==> src/rtl/alu_cond_writeback_if.sv <==
// Bundle between the ALU stage, the conditional-writeback stage and the register-file port.
// master drives the instruction and consumes the writeback; slave is the writeback stage.
interface alu_cond_writeback_if #(
  parameter int N     = 4,
  parameter int RD_W  = 4,
  parameter int CNT_W = 8
);
  logic             in_valid;
  logic             in_ready;
  logic [N-1:0]     ALUResult;
  logic [3:0]       ALUFlags;
  logic [3:0]       Cond;
  logic [1:0]       FlagWrite;
  logic             RegWrite;
  logic [RD_W-1:0]  Rd;
  logic             out_valid;
  logic             out_ready;
  logic             wb_en;
  logic [RD_W-1:0]  wb_addr;
  logic [N-1:0]     wb_data;
  logic [3:0]       flags_q;
  logic [CNT_W-1:0] cond_fail_cnt;

  modport master (
    output in_valid, ALUResult, ALUFlags, Cond, FlagWrite, RegWrite, Rd, out_ready,
    input  in_ready, out_valid, wb_en, wb_addr, wb_data, flags_q, cond_fail_cnt
  );

  modport slave (
    input  in_valid, ALUResult, ALUFlags, Cond, FlagWrite, RegWrite, Rd, out_ready,
    output in_ready, out_valid, wb_en, wb_addr, wb_data, flags_q, cond_fail_cnt
  );
endinterface

==> src/rtl/alu_cond_writeback.sv <==
// Condition-code evaluation, architectural NZCV flags and a one-deep registered
// writeback slot with valid/ready handshake, sitting directly behind the ALU.
module alu_cond_writeback #(
  parameter int N     = 4,
  parameter int RD_W  = 4,
  parameter int CNT_W = 8
) (
  input logic                 clk,
  input logic                 reset,
  alu_cond_writeback_if.slave bus
);

  // Flag bit positions shared by ALUFlags and flags_q.
  localparam int F_N = 0;
  localparam int F_C = 1;
  localparam int F_Z = 2;
  localparam int F_V = 3;

  logic             vld_p1;
  logic             wb_en_p1;
  logic [RD_W-1:0]  wb_addr_p1;
  logic [N-1:0]     wb_data_p1;
  logic [3:0]       flags_p1;
  logic [CNT_W-1:0] fail_cnt_p1;

  logic in_ready;
  logic accept;
  logic cond_pass;

  function automatic logic cond_ex(input logic [3:0] cond, input logic [3:0] fl);
    logic n, z, c, v;
    n = fl[F_N];
    z = fl[F_Z];
    c = fl[F_C];
    v = fl[F_V];
    case (cond)
      4'b0000: cond_ex = z;
      4'b0001: cond_ex = !z;
      4'b0010: cond_ex = c;
      4'b0011: cond_ex = !c;
      4'b0100: cond_ex = n;
      4'b0101: cond_ex = !n;
      4'b0110: cond_ex = v;
      4'b0111: cond_ex = !v;
      4'b1000: cond_ex = c && !z;
      4'b1001: cond_ex = !c || z;
      4'b1010: cond_ex = (n == v);
      4'b1011: cond_ex = (n != v);
      4'b1100: cond_ex = !z && (n == v);
      4'b1101: cond_ex = z || (n != v);
      4'b1110: cond_ex = 1'b1;
      default: cond_ex = 1'b0;
    endcase
  endfunction

  // FlagWrite[1] governs the N/Z pair, FlagWrite[0] the C/V pair.
  function automatic logic [3:0] merge_flags(input logic [3:0] cur, input logic [3:0] alu,
                                             input logic [1:0] fw);
    logic [3:0] nxt;
    nxt = cur;
    if (fw[1]) begin
      nxt[F_N] = alu[F_N];
      nxt[F_Z] = alu[F_Z];
    end
    if (fw[0]) begin
      nxt[F_C] = alu[F_C];
      nxt[F_V] = alu[F_V];
    end
    merge_flags = nxt;
  endfunction

  function automatic logic [CNT_W-1:0] sat_inc(input logic [CNT_W-1:0] cnt);
    if (cnt == {CNT_W{1'b1}}) sat_inc = cnt;
    else                      sat_inc = cnt + 1'b1;
  endfunction

  // Stage p0: combinational accept decision against the current architectural flags.
  assign in_ready  = !vld_p1 || bus.out_ready;
  assign accept    = bus.in_valid && in_ready;
  assign cond_pass = cond_ex(bus.Cond, flags_p1);

  // Stage p1: writeback slot, flags and fail counter.
  always_ff @(posedge clk or posedge reset) begin
    if (reset) begin
      vld_p1      <= 1'b0;
      wb_en_p1    <= 1'b0;
      wb_addr_p1  <= '0;
      wb_data_p1  <= '0;
      flags_p1    <= 4'b0000;
      fail_cnt_p1 <= '0;
    end else if (accept) begin
      vld_p1     <= 1'b1;
      wb_en_p1   <= bus.RegWrite && cond_pass;
      wb_addr_p1 <= bus.Rd;
      wb_data_p1 <= bus.ALUResult;
      if (cond_pass) flags_p1    <= merge_flags(flags_p1, bus.ALUFlags, bus.FlagWrite);
      else           fail_cnt_p1 <= sat_inc(fail_cnt_p1);
    end else if (vld_p1 && bus.out_ready) begin
      vld_p1   <= 1'b0;
      wb_en_p1 <= 1'b0;
    end
  end

  assign bus.in_ready      = in_ready;
  assign bus.out_valid     = vld_p1;
  assign bus.wb_en         = wb_en_p1;
  assign bus.wb_addr       = wb_addr_p1;
  assign bus.wb_data       = wb_data_p1;
  assign bus.flags_q       = flags_p1;
  assign bus.cond_fail_cnt = fail_cnt_p1;

endmodule

==> src/flat_wrapper.sv <==
// flat-port wrapper written by rule: the top's interface ports become plain ports
module alu_cond_writeback_flat 
#(
  parameter int N     = 4,
  parameter int RD_W  = 4,
  parameter int CNT_W = 8
)
  (clk, reset, bus_in_valid, bus_ALUResult, bus_ALUFlags, bus_Cond, bus_FlagWrite, bus_RegWrite, bus_Rd, bus_out_ready, bus_in_ready, bus_out_valid, bus_wb_en, bus_wb_addr, bus_wb_data, bus_flags_q, bus_cond_fail_cnt);
  alu_cond_writeback_if #(.N(N), .RD_W(RD_W), .CNT_W(CNT_W)) bus_i ();
  input logic clk;
  input logic reset;
  input wire logic [$bits(bus_i.in_valid)-1:0] bus_in_valid;
  input wire logic [$bits(bus_i.ALUResult)-1:0] bus_ALUResult;
  input wire logic [$bits(bus_i.ALUFlags)-1:0] bus_ALUFlags;
  input wire logic [$bits(bus_i.Cond)-1:0] bus_Cond;
  input wire logic [$bits(bus_i.FlagWrite)-1:0] bus_FlagWrite;
  input wire logic [$bits(bus_i.RegWrite)-1:0] bus_RegWrite;
  input wire logic [$bits(bus_i.Rd)-1:0] bus_Rd;
  input wire logic [$bits(bus_i.out_ready)-1:0] bus_out_ready;
  output wire logic [$bits(bus_i.in_ready)-1:0] bus_in_ready;
  output wire logic [$bits(bus_i.out_valid)-1:0] bus_out_valid;
  output wire logic [$bits(bus_i.wb_en)-1:0] bus_wb_en;
  output wire logic [$bits(bus_i.wb_addr)-1:0] bus_wb_addr;
  output wire logic [$bits(bus_i.wb_data)-1:0] bus_wb_data;
  output wire logic [$bits(bus_i.flags_q)-1:0] bus_flags_q;
  output wire logic [$bits(bus_i.cond_fail_cnt)-1:0] bus_cond_fail_cnt;
  assign bus_i.in_valid = bus_in_valid;
  assign bus_i.ALUResult = bus_ALUResult;
  assign bus_i.ALUFlags = bus_ALUFlags;
  assign bus_i.Cond = bus_Cond;
  assign bus_i.FlagWrite = bus_FlagWrite;
  assign bus_i.RegWrite = bus_RegWrite;
  assign bus_i.Rd = bus_Rd;
  assign bus_i.out_ready = bus_out_ready;
  assign bus_in_ready = bus_i.in_ready;
  assign bus_out_valid = bus_i.out_valid;
  assign bus_wb_en = bus_i.wb_en;
  assign bus_wb_addr = bus_i.wb_addr;
  assign bus_wb_data = bus_i.wb_data;
  assign bus_flags_q = bus_i.flags_q;
  assign bus_cond_fail_cnt = bus_i.cond_fail_cnt;
  alu_cond_writeback #(.N(N), .RD_W(RD_W), .CNT_W(CNT_W)) u_core (.clk(clk), .reset(reset), .bus(bus_i));
endmodule
==> config.mk <==
export PLATFORM = sky130hd
export DESIGN_NAME = alu_cond_writeback_flat
export DESIGN_NICKNAME = d
export VERILOG_FILES = /design/src/rtl/alu_cond_writeback_if.sv /design/src/rtl/alu_cond_writeback.sv /design/src/flat_wrapper.sv
export SDC_FILE = /design/constraint.sdc
export NUM_CORES = 1
export LEC_CHECK = 0
export CAP_MARGIN = 10
export CORE_ASPECT_RATIO = 0.7
export CORE_MARGIN = 2
export CORE_UTILIZATION = 45
export CTS_CLUSTER_DIAMETER = 50
export DETAILED_ROUTE_END_ITERATION = 6
export DONT_BUFFER_PORTS = 1
export GPL_TIMING_DRIVEN = 0
export HOLD_SLACK_MARGIN = 0.15
export PLACE_DENSITY = 0.74
export SLEW_MARGIN = 10
export SYNTH_ARGS = -nofsm -noshare
export SYNTH_HDL_FRONTEND = slang
export SYNTH_SLANG_ARGS = --single-unit
export TNS_END_PERCENT = 100
==> constraint.sdc <==
create_clock -name clk -period 2.3 [get_ports clk]
set_clock_uncertainty 0.2 [all_clocks]
set_input_delay 0.46 -clock clk [delete_from_list [all_inputs] [get_ports clk]]
set_output_delay 0.46 -clock clk [all_outputs]
set_load 0.005 [all_outputs]
* Yosys cells after proc, flatten, opt, wreduce, memory -nomap -nowiden *
Index checks and enable logic that the tools add are counted.

cells by class
  add/subtract/negate cells = 1
  multipliers = 0
  divide/modulo/power cells = 0
  magnitude comparators = 0
  equal/unequal tests = 17
  shift-type cells = 0
  mux-type cells = 4
  bitwise logic cells = 2
  reductions and logical operators = 18

operators with widths
  kind                   count
  $eq A4 B4 Y1 const B   7
  $eq A4 B3 Y1 const B   4
  $pmux W1 S15           1
  $reduce_and A3 Y1      3
  $add A8 B1 Y8 const B  1
  $eq A4 B2 Y1 const B   2
  $eq A8 B8 Y1 const B   1
  $logic_and A1 B1 Y1    5
  $logic_not A1 Y1       5
  $eq A4 B1 Y1 const B   1
  $logic_not A4 Y1       1
  $logic_or A1 B1 Y1     3
  $mux W1                3
  $not A1 Y1             2
  $reduce_bool A2 Y1     1
  $eq A1 B1 Y1           1
  $ne A1 B1 Y1           1

word-level totals
  flip-flop bits (word level) = 22
  bits in latches = 0
  memory bits (writable) = 0
  memory bits (read-only) = 0
  output and inout bits = 23
  logic and storage cells = 49
  memories = 0

* Longest topological paths before layout *
Gate-level depths: netlist (run 1).

  depth in word-level cells = 5
  gate-level depth with buffers = 7
  gate-level depth less buffers = 6

* Worst setup path before layout (run 1) *
Ideal clock, no wire load.

  path type = in2reg
  from = input bus_Cond[0]
  to = register u_core.fail_cnt_p1[1], in the netlist u_core.bus.cond_fail_cnt[1]
  library setup time = 0.127 ns
  arrival time = 1.956 ns
  required time = 1.973 ns
  slack = 0.016 ns
  stages = 7
  cells stage by stage = clkbuf_4 xor2_1 and3_2 o32ai_1 a311oi_4 and2_4 mux2_1

on the way
  cells in the longest elaborated chain, start to end = 4
  elaborated cells on any way between the ends = 18
  those cells by class = 14 x eq/ne; 1 x mux; 1 x bitwise; 2 x reduce/logical

RTL lines
  what                                        line                      RTL
  start: declaration                          flat_wrapper.sv:15        input wire logic [$bits(bus_i.Cond)-1:0] bus_Cond;
  $eq A4 B4 Y1, or another cell as far along  alu_cond_writeback.sv:36  case (cond)
  $pmux W1 S15 (*)                            alu_cond_writeback.sv:36
  $not A1 Y1 (no source line) (*)             n/a
  $reduce_and A3 Y1 (no source line) (*)      n/a
  end signal: assignment                      alu_cond_writeback.sv:97  else fail_cnt_p1 <= sat_inc(fail_cnt_p1);
  end: declaration                            alu_cond_writeback.sv:24  logic [CNT_W-1:0] fail_cnt_p1;

Every way passes the cells marked *; elsewhere a longest branch is shown, timed or not.
A chain may end at the register's enable or synchronous reset.

* Worst setup path in the final report (run 1) *
  from = register u_core.flags_p1[0], in the netlist u_core.bus.flags_q[0]
  to = register u_core.flags_p1[3], in the netlist u_core.bus.flags_q[3]

on the way
  cells in the longest elaborated chain, start to end = 4
  elaborated cells on any way between the ends = 7
  those cells by class = 2 x eq/ne; 1 x mux; 4 x reduce/logical

RTL lines
  what                                                              line                                                RTL
  start: declaration                                                alu_cond_writeback.sv:23                            logic [3:0] flags_p1;
  start signal: assignment                                          alu_cond_writeback.sv:96                            if (cond_pass) flags_p1 <= merge_flags(flags_p1, bus.ALUFlags, bus.FlagWrite);
  $ne A1 B1 Y1 / $eq A1 B1 Y1 (equally long branches)               n/a
  $logic_or A1 B1 Y1 / $logic_and A1 B1 Y1 (equally long branches)  alu_cond_writeback.sv:50, alu_cond_writeback.sv:49
  $pmux W1 S15 (*)                                                  alu_cond_writeback.sv:36
  $reduce_and A3 Y1 (no source line) (*)                            n/a

Marked as above.

==> flow_summary.json, run 1 <==
{
  "crit_chain": "xnor2_2, mux2i_1, o211ai_1, a311oi_4, buf_4, nor3b_4, mux2_4",
  "setup_violations": 0,
  "antenna_left": 0,
  "coreArea_mm2": 0.00244,
  "synth_warnings": 0,
  "clk_pin_slew_ns": 0.12,
  "worstHoldStart": "bus_out_ready",
  "cts_tree": "yes",
  "grt_pass1_wl_um": 3730,
  "hpwl_um": 1620,
  "power.density_mw_per_mm2": 922,
  "layout_common_cells": "dfrtp_1 (20), dlygate4sd3_1 (16), nand3_1 (8), mux2_2 (8), buf_4 (7)",
  "synth_edf_count": 0,
  "nets": 151,
  "worst-path-max-fanout": 7,
  "design_area_mm2": 0.00148,
  "yosysSeqAreaShare_pct": 47.7,
  "cts_sinks": 22,
  "numCtsBuffers": 3,
  "async_flop_share_pct": 100,
  "r2r_slack_ns": 0.07,
  "maxSlewViolCount": 0,
  "worstHoldPathCells": 2,
  "yosysTopAreaCell": "dfrtp_1",
  "rr_worst_depth": 7,
  "setup_ws_ns": 0.0743,
  "max_freq_mhz": 449,
  "grt-ovfl-total": 0,
  "drive_gt1_share_pct": 29.4,
  "tightest_slew_ns": 0.864,
  "drt-total-wl_um": 2510,
  "r2r-start": "u_core.bus.flags_q[0]$_DFFE_PP0P_",
  "hold_path_end": "u_core.bus.out_valid$_DFFE_PP0P_",
  "fin_crit_ns": 2.23,
  "fillers": 216,
  "num_antenna_cells": 0,
  "clockRootBuffer": "clkbuf_4",
  "hold_viol": 0,
  "synth_flop_cell": "dfrtp_1",
  "crit_path_end_kind": "register",
  "yosys_register_bits": 22,
  "hold_path.class": "primary input to register",
  "synthDistinctLibCells": 30,
  "antenna_found_initial": 0,
  "ios": 46,
  "gp_congestion": 0.788,
  "area_growth_pct": 28.2,
  "reg2reg_to": "u_core.bus.flags_q[3]$_DFFE_PP0P_",
  "drt_iter0_drc": 28,
  "worstPathRequired_ns": 2.30,
  "final_common_cell": "dfrtp_1",
  "start_util_pct": 47.3,
  "vias": 834,
  "cts_buffer_depth": 2,
  "syn_inst": 101,
  "clock_latency_ns": 0.31,
  "place_ws_ns": -0.235,
  "cap_viol_max_count": 0,
  "rsz0062_at_grt": "true",
  "grt_max_degree": 23,
  "avgSynthCellArea_um2": 11.4,
  "htree_levels": 1,
  "synthTopCellsByArea": "dfrtp_1 (48%), mux2_2 (7.8%), xnor2_1 (5.3%), mux2_1 (4.9%), nand3_1 (3.5%)",
  "die_area_mm2": 0.00299,
  "first_pass_iters": 2,
  "critical_path_arrival_ns": 2.23,
  "drc_errors": 0,
  "critPathKind": "register to register",
  "netlist_area_mm2": 0.00115,
  "cp-start-kind": "register",
  "die-width_um": 64.6,
  "portBuffers": 0,
  "fin_crit_sh_pct": 96.8,
  "p_leak_nw": 0.647,
  "syn-num-nets": 125,
  "viasPerCell": 5.21,
  "place_area_mm2": 0.00120,
  "grt_pass1_vias": 854,
  "drt-wirelength-per-cell_um": 15.7,
  "crit_slowest_cell": "dfrtp_2",
  "peakVddDrop_mv": 0.511,
  "yosys.area.top_type_share_pct": 47.7,
  "maxSlewHeadroom_pct": 42.3,
  "max_stage_delay_ns": 0.49,
  "status": "finished, final reports clean",
  "rows": 15,
  "die_y_um": 46.4,
  "track_usage_pct": 17.2
}
worst max-delay path, delay by kind of cell (launching register included):
family                    cells  cell delay, ns
buffers and inverters         1            0.18
DFF                           1            0.49
AOI/OAI and AO/OA             2            0.42
xor gates and xnor gates      1            0.16
and+or+nand+nor               1            0.24
muxes                         2            0.45
synth_stat cells (all sizes together), types with 2 or more instances:
cell type and instances:
and3 4, buf 3, dfrtp 22, inv 4, mux2 13, mux2i 2
nand2 6, nand2b 3, nand3 8, nor2 6, nor3b 3, o21ai 4
o32ai 2, xnor2 7, xor2 3
cell families (layout without fill, tap and decap cells):
logic type,Yosys count,in the layout,share of synthesized area (%)
compound gates,11,11,8.34
xor+xnor,10,10,7.58
buf+inv,8,33,4.22
fa+ha+maj,1,1,1.08
mux,15,15,14.4
flops,22,22,47.7
simple gates,34,34,16.7
worst max path at each step:
stage	start	end	slack (ns)	cells past startpoint
2_1_floorplan	bus_Cond[0]	u_core.bus.cond_fail_cnt[1]$_DFFE_PP0P_	0.02	7
3_3_place_gp	bus_Cond[0]	u_core.bus.cond_fail_cnt[1]$_DFFE_PP0P_	-0.20	7
3_5_place_dp	bus_Cond[0]	u_core.bus.cond_fail_cnt[1]$_DFFE_PP0P_	-0.24	7
4_1_cts	u_core.bus.flags_q[3]$_DFFE_PP0P_	u_core.bus.cond_fail_cnt[1]$_DFFE_PP0P_	0.03	6
5_1_grt	u_core.bus.flags_q[0]$_DFFE_PP0P_	u_core.bus.flags_q[2]$_DFFE_PP0P_	-0.03	7
6_report	u_core.bus.flags_q[0]$_DFFE_PP0P_	u_core.bus.flags_q[3]$_DFFE_PP0P_	0.07	7
metal layers:
metal | vias to the layer above | wire [um] | track usage [%]
met2 | 19 | 1320 | 32.7
met5 | - | 0 | 0
li1 | 405 | - | -
met4 | 0 | 21 | 5.11
met3 | 5 | 117 | 5.87
met1 | 405 | 1050 | 18.8
where the power goes:
part,switching [mW],internal (mW)
Combinational,0.195,0.299
Clock,0.116,0.0967
Sequential,0.160,0.498
Total,0.471,0.894
registers in the layout, summed over array words and instances (netlist names):
register and flops:
u_core.bus.cond_fail_cnt 8, u_core.bus.out_valid 1, u_core.bus.wb_en 1, u_core.bus.flags_q 4
u_core.bus.wb_data 4, u_core.bus.wb_addr 4
metrics by stage:
step	total power, mW	utilization (%)	setup TNS (ns)	std cells	hold WS [ns]
4_1_cts	1.29	58.7	0	159	0.215
2_1_floorplan	0.915	-	0	101	0.249
3_5_place_dp	1.01	49.1	-0.865	135	0.316
3_3_place_gp	0.985	49.1	-0.675	135	0.318
6_report	1.37	60.7	0	160	0.224
5_1_grt	1.46	60.7	-0.0719	160	0.249
layout make-up:
cell class | instances | area (um^2) | share of cell area, %
multi-input cells | 71 | 602 | 40.7
flip-flops and latches | 22 | 553 | 37.4
repair buffers | 21 | 198 | 13.4
well taps | 34 | 42.5 | 2.87
clock buffers | 4 | 36.3 | 2.45
plain buffers | 4 | 33.8 | 2.28
inverters | 4 | 15.0 | 1.01
repair_timing:
item	in CTS	in global routing
pin swaps	1	0
setup endpoints to repair	12	8
gates resized for setup	1	10
endpoints found under the hold margin	36	0
cloned	0	0
setup buffers	4	1
hold buffers	16	0
Power figures use the tool's default switching activity.
==> run 2, diff against run 1 <==
- ABC_CLOCK_PERIOD_IN_PS: unset -> 2300
==> results of run 2 <==
Final layout, timing and power as in run 1 (identical DEF).
